$ cat config.mk
export PLATFORM = sky130hd
export DESIGN_NAME = adc_sample_averager_flat
export DESIGN_NICKNAME = d
export VERILOG_FILES = /design/src/rtl/adc_sample_averager_pkg.sv /design/src/rtl/adc_sample_averager_if.sv /design/src/rtl/adc_drp_reader.sv /design/src/rtl/adc_sample_averager.sv /design/src/flat_wrapper.sv
export SDC_FILE = /design/constraint.sdc
export NUM_CORES = 1
export LEC_CHECK = 0
export BUFFER_PORTS_ARGS = -buffer_cell sky130_fd_sc_hd__buf_2
export CAP_MARGIN = 30
export CORE_MARGIN = 4
export CORE_UTILIZATION = 36
export DETAILED_ROUTE_END_ITERATION = 6
export SETUP_SLACK_MARGIN = 0.02
export SYNTH_ARGS = -nofsm -noshare
export SYNTH_HDL_FRONTEND = slang
export SYNTH_SLANG_ARGS = --single-unit
export TNS_END_PERCENT = 5
$ cat constraint.sdc
create_clock -name clk -period 2.42 [get_ports clk]
set_input_delay 0.121 -clock clk [delete_from_list [all_inputs] [get_ports clk]]
set_output_delay 0.121 -clock clk [all_outputs]
set_load 0.005 [all_outputs]
$ cat src/rtl/adc_sample_averager_pkg.sv
// Shared constants and FSM state encoding for the XADC sample averager.
package adc_pkg;
  localparam int ADC_BITS   = 12;
  localparam int DRP_ADDR_W = 7;
  localparam int CHAN_W     = 5;
  localparam int DRP_DATA_W = 16;

  typedef enum logic [1:0] {
    IDLE     = 2'd0,
    WAIT_RDY = 2'd1,
    ACCUM    = 2'd2
  } state_t;
endpackage

$ cat src/rtl/adc_sample_averager_if.sv
// XADC end-of-conversion and DRP read-port signals seen by the averager.
interface adc_sample_averager_if;
  import adc_pkg::*;

  logic                  eoc_in;
  logic [CHAN_W-1:0]     channel_in;
  logic [DRP_DATA_W-1:0] do_in;
  logic                  drdy_in;
  logic                  den_out;
  logic [DRP_ADDR_W-1:0] daddr_out;
  logic                  dwe_out;

  modport master (
    input  eoc_in, channel_in, do_in, drdy_in,
    output den_out, daddr_out, dwe_out
  );

  modport slave (
    output eoc_in, channel_in, do_in, drdy_in,
    input  den_out, daddr_out, dwe_out
  );
endinterface

$ cat src/rtl/adc_drp_reader.sv
// DRP read handshake: eoc launches one read, drdy delivers the sample or the
// wait times out; eoc arriving while a read is in flight is flagged as overrun.
module adc_drp_reader
  import adc_pkg::*;
#(
  parameter int TIMEOUT = 15
) (
  input  logic                clk,
  input  logic                reset,
  adc_sample_averager_if.master drp,
  output logic [ADC_BITS-1:0] sample,
  output logic                sample_vld,
  output logic                err_timeout,
  output logic                err_overrun
);
  localparam int TMR_W = (TIMEOUT < 1) ? 1 : $clog2(TIMEOUT + 1);

  state_t           state, state_nxt;
  logic [TMR_W-1:0] timer;
  logic             start, accept, expire;
  logic [ADC_BITS-1:0] sample_p1;

  always_comb begin
    state_nxt = state;
    start     = 1'b0;
    accept    = 1'b0;
    expire    = 1'b0;
    unique case (state)
      IDLE: begin
        if (drp.eoc_in) begin
          start     = 1'b1;
          state_nxt = WAIT_RDY;
        end
      end
      WAIT_RDY: begin
        // drdy wins over a timeout expiring in the same cycle
        if (drp.drdy_in) begin
          accept    = 1'b1;
          state_nxt = ACCUM;
        end else if (timer == TMR_W'(TIMEOUT)) begin
          expire    = 1'b1;
          state_nxt = IDLE;
        end
      end
      ACCUM:   state_nxt = IDLE;
      default: state_nxt = IDLE;
    endcase
  end

  always_ff @(posedge clk) begin
    if (reset) begin
      state         <= IDLE;
      timer         <= '0;
      drp.den_out   <= 1'b0;
      drp.daddr_out <= '0;
      err_timeout   <= 1'b0;
      err_overrun   <= 1'b0;
    end else begin
      state       <= state_nxt;
      drp.den_out <= start;
      if (start) drp.daddr_out <= {2'b00, drp.channel_in};
      timer       <= (state == WAIT_RDY) ? timer + 1'b1 : '0;
      if (expire) err_timeout <= 1'b1;
      if (drp.eoc_in && state != IDLE) err_overrun <= 1'b1;
    end
  end

  // Sample register carries data only; its validity is tracked by the FSM.
  always_ff @(posedge clk) begin
    if (accept) sample_p1 <= drp.do_in[15:4];
  end

  assign drp.dwe_out = 1'b0;
  assign sample      = sample_p1;
  assign sample_vld  = (state == ACCUM);
endmodule

$ cat src/rtl/adc_sample_averager.sv
// Averages windows of 2^LOG2_N XADC samples, reporting mean, min and max of
// each completed window with a one-cycle avg_valid strobe.
module adc_sample_averager
  import adc_pkg::*;
#(
  parameter int LOG2_N  = 4,
  parameter int TIMEOUT = 15
) (
  input  logic                clk,
  input  logic                reset,
  adc_sample_averager_if.master drp,
  output logic [ADC_BITS-1:0] avg_out,
  output logic [ADC_BITS-1:0] min_out,
  output logic [ADC_BITS-1:0] max_out,
  output logic                avg_valid,
  output logic                err_timeout,
  output logic                err_overrun
);
  localparam int ACC_W = ADC_BITS + LOG2_N;

  logic [ADC_BITS-1:0] sample;
  logic                sample_vld;
  logic [ACC_W-1:0]    acc, acc_sum;
  logic [LOG2_N-1:0]   cnt;
  logic [ADC_BITS-1:0] run_min, run_max, win_min, win_max;
  logic                last;

  function automatic logic [ADC_BITS-1:0] avg_trunc(input logic [ACC_W-1:0] sum);
    return sum[ACC_W-1:LOG2_N];
  endfunction

  adc_drp_reader #(
    .TIMEOUT(TIMEOUT)
  ) u_reader (
    .clk        (clk),
    .reset      (reset),
    .drp        (drp),
    .sample     (sample),
    .sample_vld (sample_vld),
    .err_timeout(err_timeout),
    .err_overrun(err_overrun)
  );

  always_comb begin
    acc_sum = acc + ACC_W'(sample);
    win_min = (sample < run_min) ? sample : run_min;
    win_max = (sample > run_max) ? sample : run_max;
    last    = &cnt;
  end

  always_ff @(posedge clk) begin
    if (reset) begin
      acc       <= '0;
      cnt       <= '0;
      run_min   <= '1;
      run_max   <= '0;
      avg_out   <= '0;
      min_out   <= '0;
      max_out   <= '0;
      avg_valid <= 1'b0;
    end else begin
      avg_valid <= 1'b0;
      if (sample_vld) begin
        cnt <= cnt + 1'b1;
        // Window closes on the sample that wraps cnt back to zero
        if (last) begin
          avg_out   <= avg_trunc(acc_sum);
          min_out   <= win_min;
          max_out   <= win_max;
          avg_valid <= 1'b1;
          acc       <= '0;
          run_min   <= '1;
          run_max   <= '0;
        end else begin
          acc     <= acc_sum;
          run_min <= win_min;
          run_max <= win_max;
        end
      end
    end
  end
endmodule

$ cat src/flat_wrapper.sv
// flat-port wrapper written by rule: the top's interface ports become plain ports
module adc_sample_averager_flat import adc_pkg::*;
#(
  parameter int LOG2_N  = 4,
  parameter int TIMEOUT = 15
)
  (clk, reset, avg_out, min_out, max_out, avg_valid, err_timeout, err_overrun, drp_eoc_in, drp_channel_in, drp_do_in, drp_drdy_in, drp_den_out, drp_daddr_out, drp_dwe_out);
  adc_sample_averager_if drp_i ();
  input  logic clk;
  input  logic reset;
  output logic [ADC_BITS-1:0] avg_out;
  output logic [ADC_BITS-1:0] min_out;
  output logic [ADC_BITS-1:0] max_out;
  output logic avg_valid;
  output logic err_timeout;
  output logic err_overrun;
  input wire logic [$bits(drp_i.eoc_in)-1:0] drp_eoc_in;
  input wire logic [$bits(drp_i.channel_in)-1:0] drp_channel_in;
  input wire logic [$bits(drp_i.do_in)-1:0] drp_do_in;
  input wire logic [$bits(drp_i.drdy_in)-1:0] drp_drdy_in;
  output wire logic [$bits(drp_i.den_out)-1:0] drp_den_out;
  output wire logic [$bits(drp_i.daddr_out)-1:0] drp_daddr_out;
  output wire logic [$bits(drp_i.dwe_out)-1:0] drp_dwe_out;
  assign drp_i.eoc_in = drp_eoc_in;
  assign drp_i.channel_in = drp_channel_in;
  assign drp_i.do_in = drp_do_in;
  assign drp_i.drdy_in = drp_drdy_in;
  assign drp_den_out = drp_i.den_out;
  assign drp_daddr_out = drp_i.daddr_out;
  assign drp_dwe_out = drp_i.dwe_out;
  adc_sample_averager #(.LOG2_N(LOG2_N), .TIMEOUT(TIMEOUT)) u_core (.clk(clk), .reset(reset), .drp(drp_i), .avg_out(avg_out), .min_out(min_out), .max_out(max_out), .avg_valid(avg_valid), .err_timeout(err_timeout), .err_overrun(err_overrun));
endmodule
==> results of run 1 <==
[logic make-up after synthesis]
family                   after synthesis  synth area share [%]
AO/OA/AOI/OAI                        158                  22.9
buffers and inverters                 73                  5.82
XOR/XNOR                              15                  2.45
adder cells (fa/ha/maj)               38                  9.02
multiplexers                           1                 0.187
other                                  1                0.0701
flip-flops                           107                  42.3
AND/OR/NAND/NOR                      181                  17.3
[per-layer routing]
| metal | track usage (%) | wire (um) | up-vias |
|---|---|---|---|
| met5 | 0 | 0 | - |
| met2 | 27.0 | 6560 | 104 |
| met1 | 22.2 | 6700 | 2241 |
| li1 | - | - | 2346 |
| met4 | 5.44 | 138 | 0 |
| met3 | 4.83 | 682 | 11 |
[area by class of cell]
class / instances / share of cell area [%]
clock buffers: 9 / 3.44
clock inverters: 7 / 0.897
inverters: 35 / 2.00
multi-input cells: 396 / 43.3
flip-flops and latches: 107 / 34.5
well taps: 184 / 3.51
repair buffers: 124 / 12.4
[repair_timing]
action	CTS	global route
endpoints found under the hold margin	17	0
endpoints found under the setup margin	24	53
hold buffers	17	0
setup buffers	0	9
gates resized for setup	0	9
pin swaps	0	2
[layout by cell type, fill, tap and decap left out, drive strengths merged, types with 6 or more instances in the layout]
cell type    Yosys  final
buf             20    107
dfxtp           95     95
nand3           44     44
inv             35     39
ha              37     37
nand2           36     36
nor2            32     32
a21oi           28     28
o21ai           24     24
nand4           21     21
dlygate4sd3      0     17
and2            16     16
o2111ai         14     14
a32o            13     13
a32oi           13     13
a21o            12     12
a221o           12     12
edfxtp          12     12
xnor2            9      9
clkbuf          18      9
o21a             6      6
xor2             6      6
[power by group through the flow]
stage / clock network, mW / registers, mW / logic, mW
final: 1.44 / 1.86 / 0.323
after detailed placement: 0 / 1.90 / 0.287
after floorplan: 0 / 1.89 / 0.186
after global placement: 0 / 1.90 / 0.279
after global routing: 1.55 / 1.86 / 0.362
after CTS: 1.48 / 1.86 / 0.309
[sequential cells by signal, summed over array words and instances (netlist names), 2 cells and up]
register,flops
u_core.min_out,12
u_core.cnt,4
u_core.acc,16
u_core.run_min,12
u_core.run_max,12
u_core.max_out,12
u_core.u_reader.drp.daddr_out,5
u_core.avg_out,12
u_core.u_reader.timer,4
u_core.u_reader.state,2
u_core.u_reader.sample,12
[through the flow]
step | util (%) | std cells | setup slack [ns]
global placement | 41.2 | 820 | 0.0218
detailed placement | 41.2 | 820 | -0.0184
floorplan | - | 576 | 0.255
CTS | 44.3 | 853 | -0.0274
finish | 45.1 | 862 | 0.104
global route | 45.1 | 862 | -0.00699
[worst max-delay path, cell delays in order, from the launching register on]
cell,delay (ns)
edfxtp_1,0.53
ha_1,0.36
a21o_1,0.19
a21o_1,0.18
a21oi_2,0.19
or2_2,0.18
a31oi_4,0.18
a221o_1,0.40
[worst min-delay path by stage]
| stage | start | end | slack [ns] |
|---|---|---|---|
| 6_report | drp_channel_in[1] | u_core.u_reader.drp.daddr_out[1] | 0.02 |
| 5_1_grt | drp_channel_in[1] | u_core.u_reader.drp.daddr_out[1] | 0.01 |
| 4_1_cts | drp_channel_in[1] | u_core.u_reader.drp.daddr_out[1] | 0.008 |
| 3_5_place_dp | drp_do_in[5] | u_core.u_reader.sample[1] | 0.30 |
| 2_1_floorplan | drp_do_in[4] | u_core.u_reader.sample[0] | 0.22 |
| 3_3_place_gp | drp_do_in[11] | u_core.u_reader.sample[7] | 0.30 |
==> run_results.csv, run 1 <==
group,metric,value,unit
status,status,"finished, final reports clean",
power_and_ir_drop,power_density,553,nW/um2
sta,fin_setup_tns,0,ns
floorplanning,core,14500,um2
finish,stdcell_area,6550,um2
sta,holdWs,0.0191,ns
yosys,avgSynthCellArea,9.33,um2
worst_setup_path,timing.rr.end,"u_core.min_out[2]",
yosys,syn-cell-area,5350,um2
clock_network,cts_tree,"yes",
power_and_ir_drop,vdd_drop_max,0.353,mV
drt,wl_per_cell,16.3,um
power_and_ir_drop,seqPwrFrac,51.3,%
finish,fill_cells,1438,
sta,period_share,95.7,%
sta,rsz0062_at_grt,"yes",
drt,via_per_inst,5.45,
yosys,synth_flop_cell,"dfxtp_1",
grt,antenna_found_initial,0,
yosys,synth.ff_latch_count,107,
sta,setup_violations,0,
power_and_ir_drop,finalPower,3.62,mW
clock_network,clock_latency,0.36,ns
finish,drive_gt1_share,21.5,%
floorplanning,dieArea,16900,um2
floorplanning,fp-row-count,44,
grt,grt_pass1_vias,4512,
worst_setup_path,reg2reg_slack,0.10,ns
min_path,holdCritPathClass,"primary input to register",
yosys,postSynth.asyncResetShare,0,%
sta,finalCriticalPeriod,2.32,ns
drt,wl,14100,um
drt,drc,0,
power_and_ir_drop,p_int,2.68,mW
flow_run,cap_violations,0,
worst_setup_path,worstPathRequired,2.66,ns
worst_setup_path,worstSetupEndpoint,"u_core.min_out[2]",
power_and_ir_drop,p_sw_share,26.0,%
yosys,synth_edf_count,12,
grt,grt_use_total,16.9,%
floorplanning,die_y,130,um
grt,grt_pass1_wl,22700,um
worst_setup_path,cp-end-kind,"register",
floorplanning,chipWidth,130,um
finish,area_delta_synth_final,22.4,%
yosys,ys_types,63,
clock_network,numCtsBuffers,9,
yosys,yosysSeqAreaShare,42.3,%
worst_setup_path,ff2ff_path_depth,7,
drt,drtIter0Drc,420,
yosys,ys_top_cells_by_area,"dfxtp_1, ha_1, edfxtp_1, nand3_1, inv_1",
worst_setup_path,path_max_fanout,12,
yosys,ys_warn_count,0,
yosys,synthCells,574,
yosys,synth_top_area_cell,"dfxtp_1",
worst_setup_path,startpoint_type,"register",
power_and_ir_drop,p_sw,0.941,mW
placement,gp_congestion,0.840,
floorplanning,initial_core_util,36.8,%
sta,hold_violations,0,
finish,antenna_cells,0,
placement,dp_hpwl,10100,um
finish,multiInputGateArea,2840,um2
sta,tightest_slew,0.917,ns
clock_network,ctsLongestPathBuffers,2,
drt,ant_nets,0,
grt,grt_max_degree,40,
drt,num_vias,4702,
yosys,synth.most_common_cell,"dfxtp_1",
power_and_ir_drop,p_clk_share,39.8,%
worst_setup_path,cp-startpoint,"u_core.u_reader.sample[5]",
clock_network,htreeDepth,3,
placement,numPortBuffers,65,
power_and_ir_drop,pwr-share-comb,8.9,%
floorplanning,io_pins,73,
finish,nNetsFinal,736,
sta,slew_viol_final,0,
grt,grt_overflow,0,
worst_setup_path,r2r_start,"u_core.u_reader.sample[5]",
clock_network,clkTransAtPathRegs,0.08,ns
worst_setup_path,critical_path_class,"register to register",
clock_network,root_buffer,"clkbuf_16",
sta,maxSlewHeadroom,38.8,%
clock_network,cts.sinks,107,
placement,dpl_cell_area,5990,um2
sta,skew,0.0126,ns
power_and_ir_drop,leakage,2.84,nW
worst_setup_path,cp.arrival,2.56,ns
min_path,hold_depth,3,
yosys,ys_top_cells_by_count,"dfxtp_1, nand3_1, ha_1",
finish,seq_area,2260,um2
yosys,synth_top_area_share,35.5,%
sta,max_freq,432,MHz
drt,dr.pass1.iters,5,
Power figures use the tool's default switching activity.
==> run 2: changes to the inputs <==
- MAX_ROUTING_LAYER: unset -> met4
==> run 2 against run 1 <==
  * Global-route usage is 0.53 points higher
  * Total power barely moved
  * First-iteration DRC count down 13%
  * Worst setup slack worse by 0.026 ns
  * Critical endpoint unchanged
==> run_results.csv, run 2 (synthesis gave the netlist of run 1 again) <==
group,metric,value,unit
power_and_ir_drop,power_density,553,nW/um2
finish,drive_gt1_share,21.5,%
min_path,holdCritPathClass,"primary input to register",
drt,drc,0,
floorplanning,chipWidth,130,um
finish,fin_cells,862,
worst_setup_path,path_max_fanout,12,
finish,antenna_cells,0,
placement,pre_cts_ws,-0.0184,ns
drt,via_per_inst,5.46,
finish,mostFrequentLayoutCell,"dfxtp_1",
placement,dp_hpwl,10100,um
sta,skew,0.0124,ns
drt,ant_nets,0,
drt,num_vias,4709,
drt,wl,14100,um
worst_setup_path,worstPathRequired,2.66,ns
sta,tightest_slew,0.904,ns
grt,grt_overflow,0,
sta,holdWs,0.0203,ns
clock_network,root_buffer,"clkbuf_16",
grt,grt_util_met2,27.1,%
finish,largest_reg_flops,16,
finish,fill_cells,1438,
clock_network,htreeDepth,3,
worst_setup_path,reg2reg_slack,0.08,ns
grt,grt_pass1_vias,4505,
finish,seq_area,2260,um2
flow_run,cap_violations,0,
floorplanning,core,14500,um2
finish,area_delta_synth_final,22.4,%
floorplanning,io_pins,73,
grt,grt_pass1_wl,22700,um
grt,grt_use_total,17.4,%
placement,gp_congestion,0.853,
power_and_ir_drop,p_sw,0.941,mW
finish,mostFrequentLayoutCells,"dfxtp_1, buf_2, nand3_1, buf_4, ha_1",
worst_setup_path,startpoint_type,"register",
worst_setup_path,critical_path_class,"register to register",
placement,numPortBuffers,65,
floorplanning,dieArea,16900,um2
floorplanning,fp-row-count,44,
worst_setup_path,cp-startpoint,"u_core.u_reader.sample[5]",
status,status,"finished, final reports clean",
sta,setup_violations,0,
worst_setup_path,cp-end-kind,"register",
sta,hold_violations,0,
clock_network,ctsLongestPathBuffers,2,
drt,drtIter0Drc,366,
power_and_ir_drop,seqPwrFrac,51.3,%
clock_network,cts.sinks,107,
power_and_ir_drop,vdd_drop_max,0.354,mV
grt,globalRouteMet1Util,22.4,%
drt,wl_per_cell,16.3,um
power_and_ir_drop,pwr-share-comb,8.9,%
worst_setup_path,cp.arrival,2.58,ns
grt,antenna_found_initial,0,
sta,finalCriticalPeriod,2.34,ns
sta,slew_viol_final,0,
finish,multiInputGateArea,2840,um2
sta,period_share,96.8,%
sta,fin_setup_tns,0,ns
drt,dr.pass1.iters,5,
sta,max_freq,427,MHz
finish,post-route-util,45.1,%
worst_setup_path,r2r_start,"u_core.u_reader.sample[5]",
clock_network,clkTransAtPathRegs,0.08,ns
floorplanning,die_y,130,um
placement,dp.cells,820,
grt,grt_max_degree,40,
power_and_ir_drop,p_sw_share,26.0,%
min_path,hp-start,"drp_channel_in[1]",
finish,nNetsFinal,736,
grt,grt_busiest_layer,"met2",
sta,maxSlewHeadroom,39.7,%
clock_network,clock_latency,0.36,ns
power_and_ir_drop,p_clk_share,39.8,%
power_and_ir_drop,leakage,2.84,nW
finish,regMostFlops,"u_core.acc",
power_and_ir_drop,p_int,2.68,mW
sta,rsz0062_at_grt,"yes",
floorplanning,initial_core_util,36.8,%
clock_network,cts_tree,"yes",
clock_network,numCtsBuffers,9,
sta,worst_slack,0.0785,ns
grt,grtUsageMet3,4.54,%
==> run 2: layer usage <==
metal / share of wire [%] / vias up
met4: 1.1 / 0
met3: 3.8 / 13
met1: 48 / 2252
met2: 47 / 98
met5: 0 / -
li1: - / 2346
==> run 2: layout make-up <==
| type | count | share of cell area, % |
|---|---|---|
| Tap cell | 184 | 3.51 |
| Multi-Input combinational cell | 396 | 43.3 |
| Inverter | 35 | 2.00 |
| Timing Repair Buffer | 124 | 12.4 |
| Sequential cell | 107 | 34.5 |
| Clock buffer | 9 | 3.44 |
| Clock inverter | 7 | 0.897 |
==> run 2: final timing paths <==
path	depth (start not counted)	to
hold reg to reg	2	u_core.u_reader.err_overrun
setup / recovery	7	u_core.min_out[2]
setup reg to reg	7	u_core.min_out[2]
hold / removal	3	u_core.u_reader.drp.daddr_out[1]
==> run 2: power groups by stage <==
stage	registers, mW	clock network (mW)	logic (mW)
after floorplan	1.89	0	0.186
after global placement	1.90	0	0.279
after detailed placement	1.90	0	0.287
after CTS	1.86	1.48	0.309
after global routing	1.86	1.55	0.363
final	1.86	1.44	0.323
==> run 2: worst max-delay path, cell delays in order, from the launching register on <==
cell and delay, ns:
edfxtp_1 0.54, ha_1 0.36, a21o_1 0.19, a21o_1 0.18
a21oi_2 0.20, or2_2 0.18, a31oi_4 0.18, a221o_1 0.40
==> run 2: per-stage QoR <==
step	total power, mW	instance area (um2)
3_3_place_gp	2.18	5990
6_report	3.62	6550
3_5_place_dp	2.19	5990
4_1_cts	3.65	6440
5_1_grt	3.78	6550
2_1_floorplan	2.08	5360
==> run 2: what timing repair did <==
action                     CTS  global route
hold buffers                17             0
pin swaps                    0             2
setup endpoints to repair   24            53
hold endpoints to repair    17             0
gates resized for setup      0             9
buffers inserted             0             9
==> run 3: changes to the inputs <==
- BUFFER_PORTS_ARGS: -buffer_cell sky130_fd_sc_hd__buf_2 -> unset
- DONT_BUFFER_PORTS: unset -> 1
==> run 3 against run 2 <==
  * Non-clock buffer count down 71
  * Clock power grew 6%
  * Critical path type unchanged
  * Largest cell class unchanged
  * Worst setup slack gained 0.065 ns
  * Clock-buffer cell count unchanged
  * Cell count shrank 8.2%
==> run_results.csv, run 3 (synthesis gave the netlist of run 1 again) <==
group,metric,value,unit
sta,period_share,94.1,%
finish,nNetsFinal,665,
drt,ant_nets,0,
placement,dp_hpwl,9810,um
drt,drtIter0Drc,271,
clock_network,clock_latency,0.36,ns
clock_network,clkTransAtPathRegs,0.08,ns
placement,pre_cts_ws,-0.0634,ns
drt,wl_per_cell,17.6,um
placement,gp_congestion,0.855,
sta,worst_slack,0.143,ns
floorplanning,io_pins,73,
grt,grt_use_total,17.4,%
finish,post-route-util,43.1,%
sta,maxSlewHeadroom,57.2,%
drt,wl,13900,um
finish,area_delta_synth_final,17.0,%
clock_network,cts.sinks,107,
clock_network,ctsLongestPathBuffers,2,
finish,seq_area,2260,um2
sta,tightest_slew,0.639,ns
finish,mostFrequentLayoutCells,"dfxtp_1, nand3_1, ha_1, inv_1, nand2_1",
worst_setup_path,r2r_start,"u_core.u_reader.sample[5]",
sta,hold_violations,0,
sta,finalCriticalPeriod,2.28,ns
worst_setup_path,reg2reg_slack,0.14,ns
drt,drc,0,
floorplanning,die_y,130,um
finish,multiInputGateArea,2860,um2
clock_network,htreeDepth,3,
finish,fill_cells,1438,
status,status,"finished, final reports clean",
worst_setup_path,cp-startpoint,"u_core.u_reader.sample[5]",
worst_setup_path,ff2ff_path_depth,7,
grt,grt_pass1_vias,4444,
finish,mostFrequentLayoutCell,"dfxtp_1",
placement,numPortBuffers,0,
power_and_ir_drop,leakage,2.50,nW
drt,dr.pass1.iters,4,
clock_network,root_buffer,"clkbuf_16",
finish,drive_gt1_share,12.7,%
min_path,holdCritPathClass,"primary input to register",
power_and_ir_drop,power_density,589,nW/um2
sta,rsz0062_at_grt,"yes",
worst_setup_path,path_max_fanout,12,
grt,grt_max_degree,52,
clock_network,cts_tree,"yes",
worst_setup_path,cp-end-kind,"register",
floorplanning,dieArea,16900,um2
clock_network,numCtsBuffers,9,
flow_run,cap_violations,0,
worst_setup_path,timing.rr.end,"u_core.min_out[1]",
finish,regMostFlops,"u_core.acc",
floorplanning,core,14500,um2
drt,num_vias,4443,
sta,slew_viol_final,0,
worst_setup_path,startpoint_type,"register",
floorplanning,fp-row-count,44,
worst_setup_path,cp.arrival,2.52,ns
worst_setup_path,worstSetupEndpoint,"u_core.min_out[1]",
worst_setup_path,critical_path_class,"register to register",
grt,grt_pass1_wl,22500,um
sta,max_freq,439,MHz
grt,grt_overflow,0,
sta,setup_violations,0,
floorplanning,initial_core_util,36.8,%
sta,skew,0.0111,ns
worst_setup_path,worstPathRequired,2.66,ns
power_and_ir_drop,vdd_drop_max,0.416,mV
grt,antenna_found_initial,0,
drt,via_per_inst,5.62,
finish,largest_reg_flops,16,
floorplanning,chipWidth,130,um
power_and_ir_drop,finalPower,3.69,mW
finish,antenna_cells,0,
## run 3: cell types whose count changed in the layout (fill, tap and decap cells not counted), sizes merged
cell         delta
buf            -74
dlygate4sd3     +3
bufinv          +1
clkinv          +1
clkinvlp        -1
inv             -1
## run 3: metrics by stage
step	area (um2)	instances	setup TNS, ns	hold WS (ns)
5_1_grt	6260	791	0	0.0536
4_1_cts	6200	790	0	0.0233
2_1_floorplan	5360	576	0	0.220
3_3_place_gp	5670	754	-0.106	0.193
6_report	6260	791	0	0.0391
3_5_place_dp	5670	754	-0.490	0.195
## run 3: how the worst min path moves through the flow
stage / start / to / slack [ns] / cells after the start
after floorplan: drp_do_in[4] / u_core.u_reader.sample[0] / 0.22 / 0
after detailed placement: reset / u_core.u_reader.drp.daddr_out[3] / 0.20 / 1
after CTS: drp_eoc_in / u_core.u_reader.drp.den_out / 0.02 / 2
after global placement: reset / u_core.u_reader.drp.daddr_out[0] / 0.19 / 1
final: drp_eoc_in / u_core.u_reader.drp.den_out / 0.04 / 2
after global routing: drp_eoc_in / u_core.u_reader.drp.den_out / 0.05 / 2
## run 3: layout make-up
type | count | area share [%]
clock buffer | 9 | 3.60
clock inverter | 7 | 1.36
inverter | 35 | 2.10
multi-input combinational | 396 | 45.6
sequential | 107 | 36.1
tap | 184 | 3.68
timing repair buffer | 53 | 7.53
## run 3: repair_timing
item                       4_1_cts  5_1_grt
hold endpoints to repair        42        0
buffers inserted                 0        0
hold buffers                    20        0
pin swaps                        0        1
setup endpoints to repair       36       40
gates resized for setup          4       13
## run 3: worst max-delay path, stage by stage, from the launching register on
cell	delay, ns
edfxtp_1	0.51
ha_1	0.34
a21o_1	0.18
a21o_1	0.17
a21oi_1	0.20
or2_2	0.17
a31oi_4	0.18
a221o_1	0.40
## run 3: power by group
part           total, mW  leakage [nW]  internal, mW  switching, mW
combinational      0.305          1.47         0.125          0.179
clock               1.53         0.153         0.823          0.704
sequential          1.86         0.878          1.83         0.0305
total               3.69          2.50          2.78          0.914
## run 3: routing by layer
layer / vias up / wire [um] / track usage (%)
li1: 2197 / - / -
met1: 2133 / 6240 / 20.7
met2: 91 / 6690 / 28.4
met3: 22 / 671 / 4.38
met4: 0 / 291 / 6.85
met5: - / 0 / -
